==> config.mk <==
export PLATFORM = sky130hd
export DESIGN_NAME = upload_packer
export DESIGN_NICKNAME = d
export VERILOG_FILES = /design/src/rtl/upload_packer_pkg.sv /design/src/rtl/packer_buf_ram.sv /design/src/rtl/upload_packer.sv
export SDC_FILE = /design/constraint.sdc
export NUM_CORES = 2
export LEC_CHECK = 0
export BUFFER_PORTS_ARGS = -buffer_cell sky130_fd_sc_hd__buf_2
export CAP_MARGIN = 15
export CORE_MARGIN = 4
export CORE_UTILIZATION = 36
export CTS_CLUSTER_SIZE = 40
export DETAILED_ROUTE_END_ITERATION = 8
export PLACE_DENSITY = 0.55
export REMOVE_ABC_BUFFERS = 1
export SYNTH_ARGS = -nofsm -noshare
export SYNTH_HDL_FRONTEND = slang
export SYNTH_SLANG_ARGS = --single-unit
==> constraint.sdc <==
create_clock -name clk -period 6.8 [get_ports clk]
set_input_delay 0 -clock clk [delete_from_list [all_inputs] [get_ports clk]]
set_output_delay 0 -clock clk [all_outputs]
set_load 0.01 [all_outputs]
==> src/rtl/upload_packer_pkg.sv <==
// upload_packer_pkg: shared types and constants for the upload packet framer.
//   state_e        - framer FSM states
//   DefaultHdr0/1  - default sync bytes that open every frame
//   FrameOverhead  - bytes on the wire beyond the payload (2 sync, source, 2 length, checksum)
package upload_packer_pkg;

   typedef enum logic [2:0] {
      StIdle,
      StCollect,
      StHdr,
      StPayload,
      StCsum
   } state_e;

   localparam logic [7:0] DefaultHdr0 = 8'hAA;
   localparam logic [7:0] DefaultHdr1 = 8'h44;

   localparam int unsigned FrameOverhead = 6;

endpackage

==> src/rtl/packer_buf_ram.sv <==
// packer_buf_ram: simple dual-port byte RAM with one write port and a registered read port,
// shaped so synthesis maps it onto block RAM.
//   clk    - clock
//   we     - write enable
//   waddr  - write address
//   wdata  - write data
//   raddr  - read address, sampled on the clock edge
//   rdata  - read data, valid one cycle after raddr
module packer_buf_ram #(
   parameter int unsigned Depth = 256,
   parameter int unsigned Aw    = $clog2(Depth)
) (
   input  logic          clk,
   input  logic          we,
   input  logic [Aw-1:0] waddr,
   input  logic [7:0]    wdata,
   input  logic [Aw-1:0] raddr,
   output logic [7:0]    rdata
);

   logic [7:0] mem [Depth];

   always_ff @(posedge clk) begin
      if (we) begin
         mem[waddr] <= wdata;
      end
      rdata <= mem[raddr];
   end

endmodule

==> src/rtl/upload_packer.sv <==
// upload_packer: buffers one upload burst from a peripheral handler and re-emits it as a framed
// byte packet: HDR0, HDR1, source, len_hi, len_lo, payload..., checksum. The checksum is the
// 8-bit sum of source, payload and both length bytes.
//   clk, rst_n      - clock, synchronous active-low reset
//   upload_active   - handler burst in progress
//   upload_req      - handler requests the channel (informational only)
//   upload_data     - payload byte, qualified by upload_valid
//   upload_source   - source/command ID of the byte
//   upload_valid    - upload_data valid
//   upload_ready    - packer accepts the byte this cycle
//   out_data        - framed byte stream, qualified by out_valid
//   out_valid       - out_data valid
//   out_ready       - downstream accepts out_data
//   busy            - packer is not idle
module upload_packer
   import upload_packer_pkg::*;
#(
   parameter int unsigned MAX_PAYLOAD = 256,
   parameter logic [7:0]  HDR0        = DefaultHdr0,
   parameter logic [7:0]  HDR1        = DefaultHdr1
) (
   input  logic       clk,
   input  logic       rst_n,
   input  logic       upload_active,
   input  logic       upload_req,
   input  logic [7:0] upload_data,
   input  logic [7:0] upload_source,
   input  logic       upload_valid,
   output logic       upload_ready,
   output logic [7:0] out_data,
   output logic       out_valid,
   input  logic       out_ready,
   output logic       busy
);

   localparam int unsigned Aw = $clog2(MAX_PAYLOAD);
   localparam int unsigned Cw = Aw + 1;
   // Header index that follows len_lo; reaching it hands over to the payload.
   localparam logic [2:0] HdrLast = 3'(FrameOverhead - 1);

   state_e          state_q, state_d;
   logic [Cw-1:0]   count_q, count_d;
   logic [Cw-1:0]   rd_ptr_q, rd_ptr_d;
   logic [7:0]      src_q, src_d;
   logic [7:0]      csum_q, csum_d;
   logic [2:0]      idx_q, idx_d;
   logic [7:0]      out_data_q, out_data_d;
   logic            out_valid_q, out_valid_d;

   logic [7:0]      rd_data;
   logic [7:0]      hdr_byte;
   logic [15:0]     len;
   logic            src_mismatch;
   logic            accept;
   logic            handshake;

   // Intake is governed by upload_valid alone; the request line carries no extra meaning here.
   logic unused_req;
   assign unused_req = upload_req;

   assign len          = 16'(count_q);
   assign src_mismatch = (state_q == StCollect) && upload_valid && (upload_source != src_q);
   assign upload_ready = rst_n && ((state_q == StIdle) || (state_q == StCollect)) &&
                         (count_q < Cw'(MAX_PAYLOAD)) && !src_mismatch;
   assign accept       = upload_valid && upload_ready;
   assign handshake    = out_valid_q && out_ready;

   assign out_data  = out_data_q;
   assign out_valid = out_valid_q;
   assign busy      = (state_q != StIdle);

   always_comb begin
      hdr_byte = HDR0;
      case (idx_q)
         3'd1:    hdr_byte = HDR1;
         3'd2:    hdr_byte = src_q;
         3'd3:    hdr_byte = len[15:8];
         3'd4:    hdr_byte = len[7:0];
         default: hdr_byte = HDR0;
      endcase
   end

   always_comb begin
      state_d     = state_q;
      count_d     = count_q;
      rd_ptr_d    = rd_ptr_q;
      src_d       = src_q;
      csum_d      = csum_q;
      idx_d       = idx_q;
      out_data_d  = out_data_q;
      out_valid_d = out_valid_q;

      unique case (state_q)
         StIdle: begin
            rd_ptr_d = '0;
            if (accept) begin
               src_d   = upload_source;
               csum_d  = upload_source + upload_data;
               count_d = Cw'(1);
               state_d = StCollect;
            end
         end

         StCollect: begin
            if (accept) begin
               csum_d  = csum_q + upload_data;
               count_d = count_q + Cw'(1);
            end else if (!upload_active || (count_q == Cw'(MAX_PAYLOAD)) || src_mismatch) begin
               // Close: fold the length into the checksum and present HDR0 right away.
               csum_d      = csum_q + len[15:8] + len[7:0];
               state_d     = StHdr;
               out_valid_d = 1'b1;
               out_data_d  = HDR0;
               idx_d       = 3'd1;
            end
         end

         StHdr: begin
            if (handshake) begin
               if (idx_q == HdrLast) begin
                  // rd_data already holds buf[0]; start prefetching buf[1].
                  out_data_d = rd_data;
                  rd_ptr_d   = Cw'(1);
                  state_d    = StPayload;
               end else begin
                  out_data_d = hdr_byte;
                  idx_d      = idx_q + 3'd1;
               end
            end
         end

         StPayload: begin
            // rd_ptr_q indexes the byte currently waiting in rd_data.
            if (handshake) begin
               if (rd_ptr_q == count_q) begin
                  out_data_d = csum_q;
                  state_d    = StCsum;
               end else begin
                  out_data_d = rd_data;
                  rd_ptr_d   = rd_ptr_q + Cw'(1);
               end
            end
         end

         StCsum: begin
            if (handshake) begin
               out_valid_d = 1'b0;
               state_d     = StIdle;
               count_d     = '0;
               rd_ptr_d    = '0;
               idx_d       = '0;
            end
         end

         default: state_d = StIdle;
      endcase
   end

   always_ff @(posedge clk) begin
      if (!rst_n) begin
         state_q     <= StIdle;
         count_q     <= '0;
         rd_ptr_q    <= '0;
         src_q       <= '0;
         csum_q      <= '0;
         idx_q       <= '0;
         out_data_q  <= '0;
         out_valid_q <= 1'b0;
      end else begin
         state_q     <= state_d;
         count_q     <= count_d;
         rd_ptr_q    <= rd_ptr_d;
         src_q       <= src_d;
         csum_q      <= csum_d;
         idx_q       <= idx_d;
         out_data_q  <= out_data_d;
         out_valid_q <= out_valid_d;
      end
   end

   // Read address follows the next-state pointer so the RAM latency is hidden behind the
   // output register and bytes stream without bubbles.
   packer_buf_ram #(
      .Depth (MAX_PAYLOAD),
      .Aw    (Aw)
   ) u_buf (
      .clk   (clk),
      .we    (accept),
      .waddr (count_q[Aw-1:0]),
      .wdata (upload_data),
      .raddr (rd_ptr_d[Aw-1:0]),
      .rdata (rd_data)
   );

endmodule

==> Word level (Yosys, flattened, before mapping) <==
Memory sizes are Yosys's and may differ from the RTL's. A register that Yosys moved wholly into a read port is not among the register bits.
Index checks and enable logic that the tools add are counted.
{ "word_totals": {"ff_bits": 49, "latchBits": 0, "ram_bits": 2048, "rom_bits": 0, "input_bits": 22, "output_inout_bits": 11, "wordCells": 112, "n_memories": 1} }
{ "mem_list": {"columns": ["name", "depth", "width", "read_ports", "rd_clocked_by_memory_dff", "wr", "line_no", "rtl"], "rows": [
  ["u_buf.mem", 256, 8, 1, 1, 1, "packer_buf_ram.sv:21", "logic [7:0] mem [Depth];"]
]} }
{ "op_classes": {"add_sub_neg": 7, "multipliers": 0, "div": 0, "order_cmp": 1, "n_eq_ne": 24, "shift": 0, "muxes": 42, "bitwise_logic": 0, "reduce_logical": 28} }
{ "op_table": {"columns": ["cell", "count"], "rows": [
  ["8-bit two-way mux", 9],
  ["9-bit two-way mux", 8],
  ["3-bit two-way mux", 12],
  ["9-bit case mux with 4 select lines", 1],
  ["8-bit case mux with 4 select lines", 1],
  ["9-bit case mux with 3 select lines", 1],
  ["8-bit adder", 3],
  ["8-bit case mux with 3 select lines", 1],
  ["2-bit inequality test, second input constant", 10],
  ["9-bit by 1-bit adder with 9-bit output, second input constant", 2],
  ["8-bit case mux with 2 select lines", 1],
  ["3-bit case mux with 5 select lines", 1],
  ["3-bit by 2-bit equality test with 1-bit output, second input constant", 4],
  ["6-bit AND reduction", 2],
  ["3-bit nonzero test", 4],
  ["3-bit equality test, second input constant", 3],
  ["9-bit equality test", 1],
  ["9-bit equality test, second input constant", 1],
  ["9-bit < comparator, second input constant", 1],
  ["3-bit case mux with 3 select lines", 1],
  ["8-bit by 1-bit adder with 8-bit output", 1],
  ["8-bit inequality test", 1],
  ["4-bit AND reduction", 2],
  ["8-bit AND reduction", 1],
  ["other kinds (15)", 30]
]} }

==> Logic depth before layout (Yosys ltp) <==
{ "depth": {"ltp_word": 8, "ltp_mapped": 19, "mapped_depth_nobuf": 15} }

==> Hierarchy <==
From an unflattened synthesis, not the netlist that was laid out.
{ "hier_totals": {"cells_unflattened": 4241, "area_unflattened_um2": 83720.3} }
{ "modules_own_cells": {"columns": ["module", "instances", "cells_each", "area_per_inst_um2", "seq_area_each_um2"], "rows": [
  ["packer_buf_ram", 1, 3733, 79556.3, 61659.1],
  ["upload_packer", 1, 508, 4164.0, 980.9]
]} }

==> Worst setup path after synthesis <==
Ideal clock, no wire load.
{ "synth_path": {"kind": "flip-flop to flip-flop", "startpoint": "register count_q[5]", "endpoint": "register u_buf.rdata[2] (read register of u_buf.mem)", "setup_time_ps": 116, "arrival_ps": 3067, "required_ps": 6684, "setup_slack_ps": 3617, "path_stages_with_launch": 16, "n_path_buf": 4, "period_less_slack_ps": 3183, "path_cell_list": "dfxtp_1 > buf_2 > xnor2_2 > nand3_2 > or4_4 > nand3_2 > buf_4 > buf_4 > buf_2 > mux2i_1 > mux2i_1 > a32oi_1 > nand3_1 > a2111oi_2 > o211ai_1 > o211a_1"} }
{ "synth_via": {"elab_chain_cells": 4} }
{ "synth_lines": {"columns": ["item", "line_no", "rtl"], "rows": [
  ["start, declared", "upload_packer.sv:42", "logic [Cw-1:0] count_q, count_d;"],
  ["start signal, assigned", "upload_packer.sv:171", "count_q <= count_d;"],
  ["9-bit equality test", "upload_packer.sv:135", "if (rd_ptr_q == count_q) begin"],
  ["9-bit two-way mux", "upload_packer.sv:135", null],
  ["9-bit two-way mux", "upload_packer.sv:134", "if (handshake) begin"],
  ["9-bit case mux with 4 select lines", "upload_packer.sv:93", "unique case (state_q)"],
  ["end, declared", "packer_buf_ram.sv:18", "output logic [7:0] rdata"]
]} }
No other way between the ends. The select of a mux whose other input is x is not followed.
A chain may end at the register's enable or synchronous reset.

==> Worst setup path in the final report <==
{ "layout_path": {"startpoint": "register state_q[1]", "endpoint": "register u_buf.rdata[6] (read register of u_buf.mem)"} }
{ "layout_via": {"elab_chain_cells": 2, "elab_cells_between_ends": 5, "cone_classes": "eq/ne: 3; mux: 1; reduce/logical: 1"} }
{ "layout_lines": {"columns": ["item", "line_no", "rtl"], "rows": [
  ["start, declared", "upload_packer.sv:41", "state_e state_q, state_d;"],
  ["start signal, assigned", "upload_packer.sv:161", "state_q <= StIdle;"],
  ["start signal, assigned", "upload_packer.sv:170", "state_q <= state_d;"],
  ["3-bit equality test, or another cell as far along", "upload_packer.sv:93", null],
  ["9-bit case mux with 4 select lines *", "upload_packer.sv:93", null]
]} }
Every way passes the cells marked *; elsewhere a longest branch is shown, timed or not.

==> results.json <==
{
  "status": "finished, final reports clean",
  "start_util": 0.362,
  "power.leakage_nw": 32.4,
  "fmax_ghz": 0.173,
  "layout-drive-gt1-share": 0.0796,
  "cp-startpoint": "state_q[1]$_SDFFE_PN0P_",
  "final_common_cell": "edfxtp_1",
  "yosys_warnings": 0,
  "htree_levels": 4,
  "place_congestion": 0.896,
  "grt_first_pass_wirelength_um": 391000,
  "critPathTopFamily": "compound AO/OA/AOI/OAI gates",
  "place_ws_ns": 1.19,
  "postCtsSetupBuffers": 0,
  "clockBufferDepth": 3,
  "insertion_delay_ns": 0.88,
  "yosysSeqAreaShare": 0.719,
  "placementRows": 180,
  "finalNetCount": 6871,
  "path_buf_inv": 2,
  "critPathKind": "register to register",
  "setup_slack_ns": 1.02,
  "drt-initial-drc-count": 7154,
  "dp_hpwl_um": 166000,
  "wl_per_cell_um": 26.7,
  "finClkSkew_ns": 0.0452,
  "crit_required_ns": 7.54,
  "finalMaxSlewViolations": 0,
  "layout.cells.non_filler": 10200,
  "rsz0062_at_grt": "no",
  "synth_top_area_cell": "edfxtp_1",
  "hold_viol_final": 0,
  "crit_arrival_ns": 6.51,
  "path_max_fanout": 60,
  "synth-edff-count": 2048,
  "synth-main-ff-cell": "edfxtp_1",
  "numCtsBuffers": 209,
  "area_delta_synth_final_pct": 12.4,
  "grt_overflow_total": 0,
  "setup_viol": 0,
  "clk_pin_slew_ns": 0.06,
  "vias": 57000,
  "routed_wl_um": 272000,
  "worstHoldPathType": "input port to register",
  "ys_async_sr_fraction": 0,
  "fin_area_um2": 98000,
  "antenna_left": 0,
  "die_area_um2": 250000,
  "grt_max_degree": 187,
  "antenna_found_initial": 13,
  "worstMarginPinSlew_ns": 1.27,
  "drv_cap": 0,
  "ys_seq_elements": 2105,
  "numPortBuffers": 31,
  "drc": 0,
  "placed_area_um2": 90900,
  "grt_pass1_vias": 53400,
  "synth_cell_types": 88,
  "die_width_um": 500,
  "place_inst": 9757,
  "cts_tree": "yes",
  "r2r_start": "state_q[1]$_SDFFE_PN0P_",
  "peakVddDrop_mv": 0.257,
  "layout_common_cells": "2,048 x edfxtp_1, 1,756 x nand2_1, 879 x nand3_1",
  "syn_inst": 6810,
  "dr.pass1.iters": 8,
  "start_kind": "register",
  "avgViaCountPerCell": 5.60,
  "yosysTopAreaCellShare": 0.706,
  "cts_hold_buf": 32,
  "tns_ns": 0,
  "grt_util_all_layers": 0.212,
  "cp_slowest_stage_delay_ns": 0.86,
  "ios": 33,
  "cts_resized": 0,
  "power_density_nw_per_um2": 275,
  "core_um2": 241000,
  "clock-root-buffer": "clkbuf_16",
  "syn-cell-area_um2": 87200,
  "clkSinkCount": 2105,
  "critPathCaptureType": "register",
  "die_h_um": 500,
  "period_needed_ns": 5.78,
  "crit_slowest_cell": "o21ai_0",
  "nFillCells": 22400,
  "slew_headroom": 0.150,
  "ys_top_cells_by_area": "edfxtp_1 71%, nand2_1 7.6%, nand3_1 5.1%",
  "postSynthAreaPerCell_um2": 12.8,
  "worstHoldStart": "upload_data[0]",
  "fin_crit_sh": 0.850,
  "path_cells": "nand2b_1 > nor3_1 > a2bb2oi_1 > nand3_4 > buf_12 > nand2_1 > and3_1 > a311oi_1 > o21ai_0 > nand4_1 > a2111oi_0 > buf_4 > a211oi_1"
}
==> per-stage QoR <==
step,total power [mW],hold WS [ns],util
2_1_floorplan,15.1,0.0989,-
3_3_place_gp,15.7,0.309,0.377
3_5_place_dp,15.7,0.325,0.378
4_1_cts,27.1,0.0889,0.407
5_1_grt,27.7,0.112,0.407
6_report,26.9,0.140,0.407
==> metal layers <==
layer / up-vias / GRT usage / part of all wire
met2: 2494 / 0.331 / 0.46
li1: 25000 / - / -
met3: 423 / 0.0335 / 0.080
met5: - / 0 / 0.000033
met4: 2 / 0.0696 / 0.034
met1: 29100 / 0.302 / 0.43
==> cell families after synthesis <==
kind of cell / after synthesis / synth area share
AOI/OAI and AO/OA: 584 / 0.0482
xor gates and xnor gates: 39 / 0.00418
adders and majority gates: 34 / 0.00523
buffers and inverters: 475 / 0.0282
DFF: 2105 / 0.719
muxes: 270 / 0.0311
and+or+nand+nor: 3303 / 0.164
==> registers in the layout, summed over array words and instances (netlist names) <==
register     count
u_buf.mem     2048
count_q          9
rd_ptr_q         9
csum_q           8
out_data         8
src_q            8
u_buf.rdata      8
idx_q            3
state_q          3
out_valid        1
==> path summary, 6_finish.rpt <==
path / endpoint / slack (ns) / depth (start not counted)
setup / recovery: u_buf.rdata[6]$_DFF_P_ / 1.02 / 13
hold / removal: u_buf.mem[141][0]$_DFFE_PP_ / 0.14 / 2
setup reg to reg: u_buf.rdata[6]$_DFF_P_ / 1.02 / 13
hold reg to reg: idx_q[1]$_SDFFE_PN0P_ / 0.51 / 2
==> layout make-up <==
| class | instances | area, um^2 | area share |
|---|---|---|---|
| multi-input cells | 4230 | 22300 | 0.227 |
| repair buffers | 241 | 2250 | 0.0230 |
| diodes | 4 | 10.0 | 0.000102 |
| well taps | 3185 | 3990 | 0.0407 |
| inverters | 28 | 105 | 0.00107 |
| clock inverters | 129 | 1220 | 0.0125 |
| flip-flops and latches | 2105 | 62600 | 0.639 |
| clock buffers | 264 | 5500 | 0.0561 |
==> Yosys cell counts (43+ instances only) <==
cell type	number
a21oi_1	103
a311oi_1	43
a31oi_1	107
and3_1	131
buf_2	251
buf_4	51
clkbuf_1	93
dfxtp_1	57
edfxtp_1	2048
mux2i_1	267
nand2_1	1758
nand3_1	895
nor2_1	346
o21ai_0	44
==> report_power, final <==
group          switching, mW  internal [mW]  total (mW)
sequential             0.119           14.3        14.4
clock                   5.04           6.39        11.4
combinational          0.778          0.319        1.10
(Power assumes the default switching activity.)
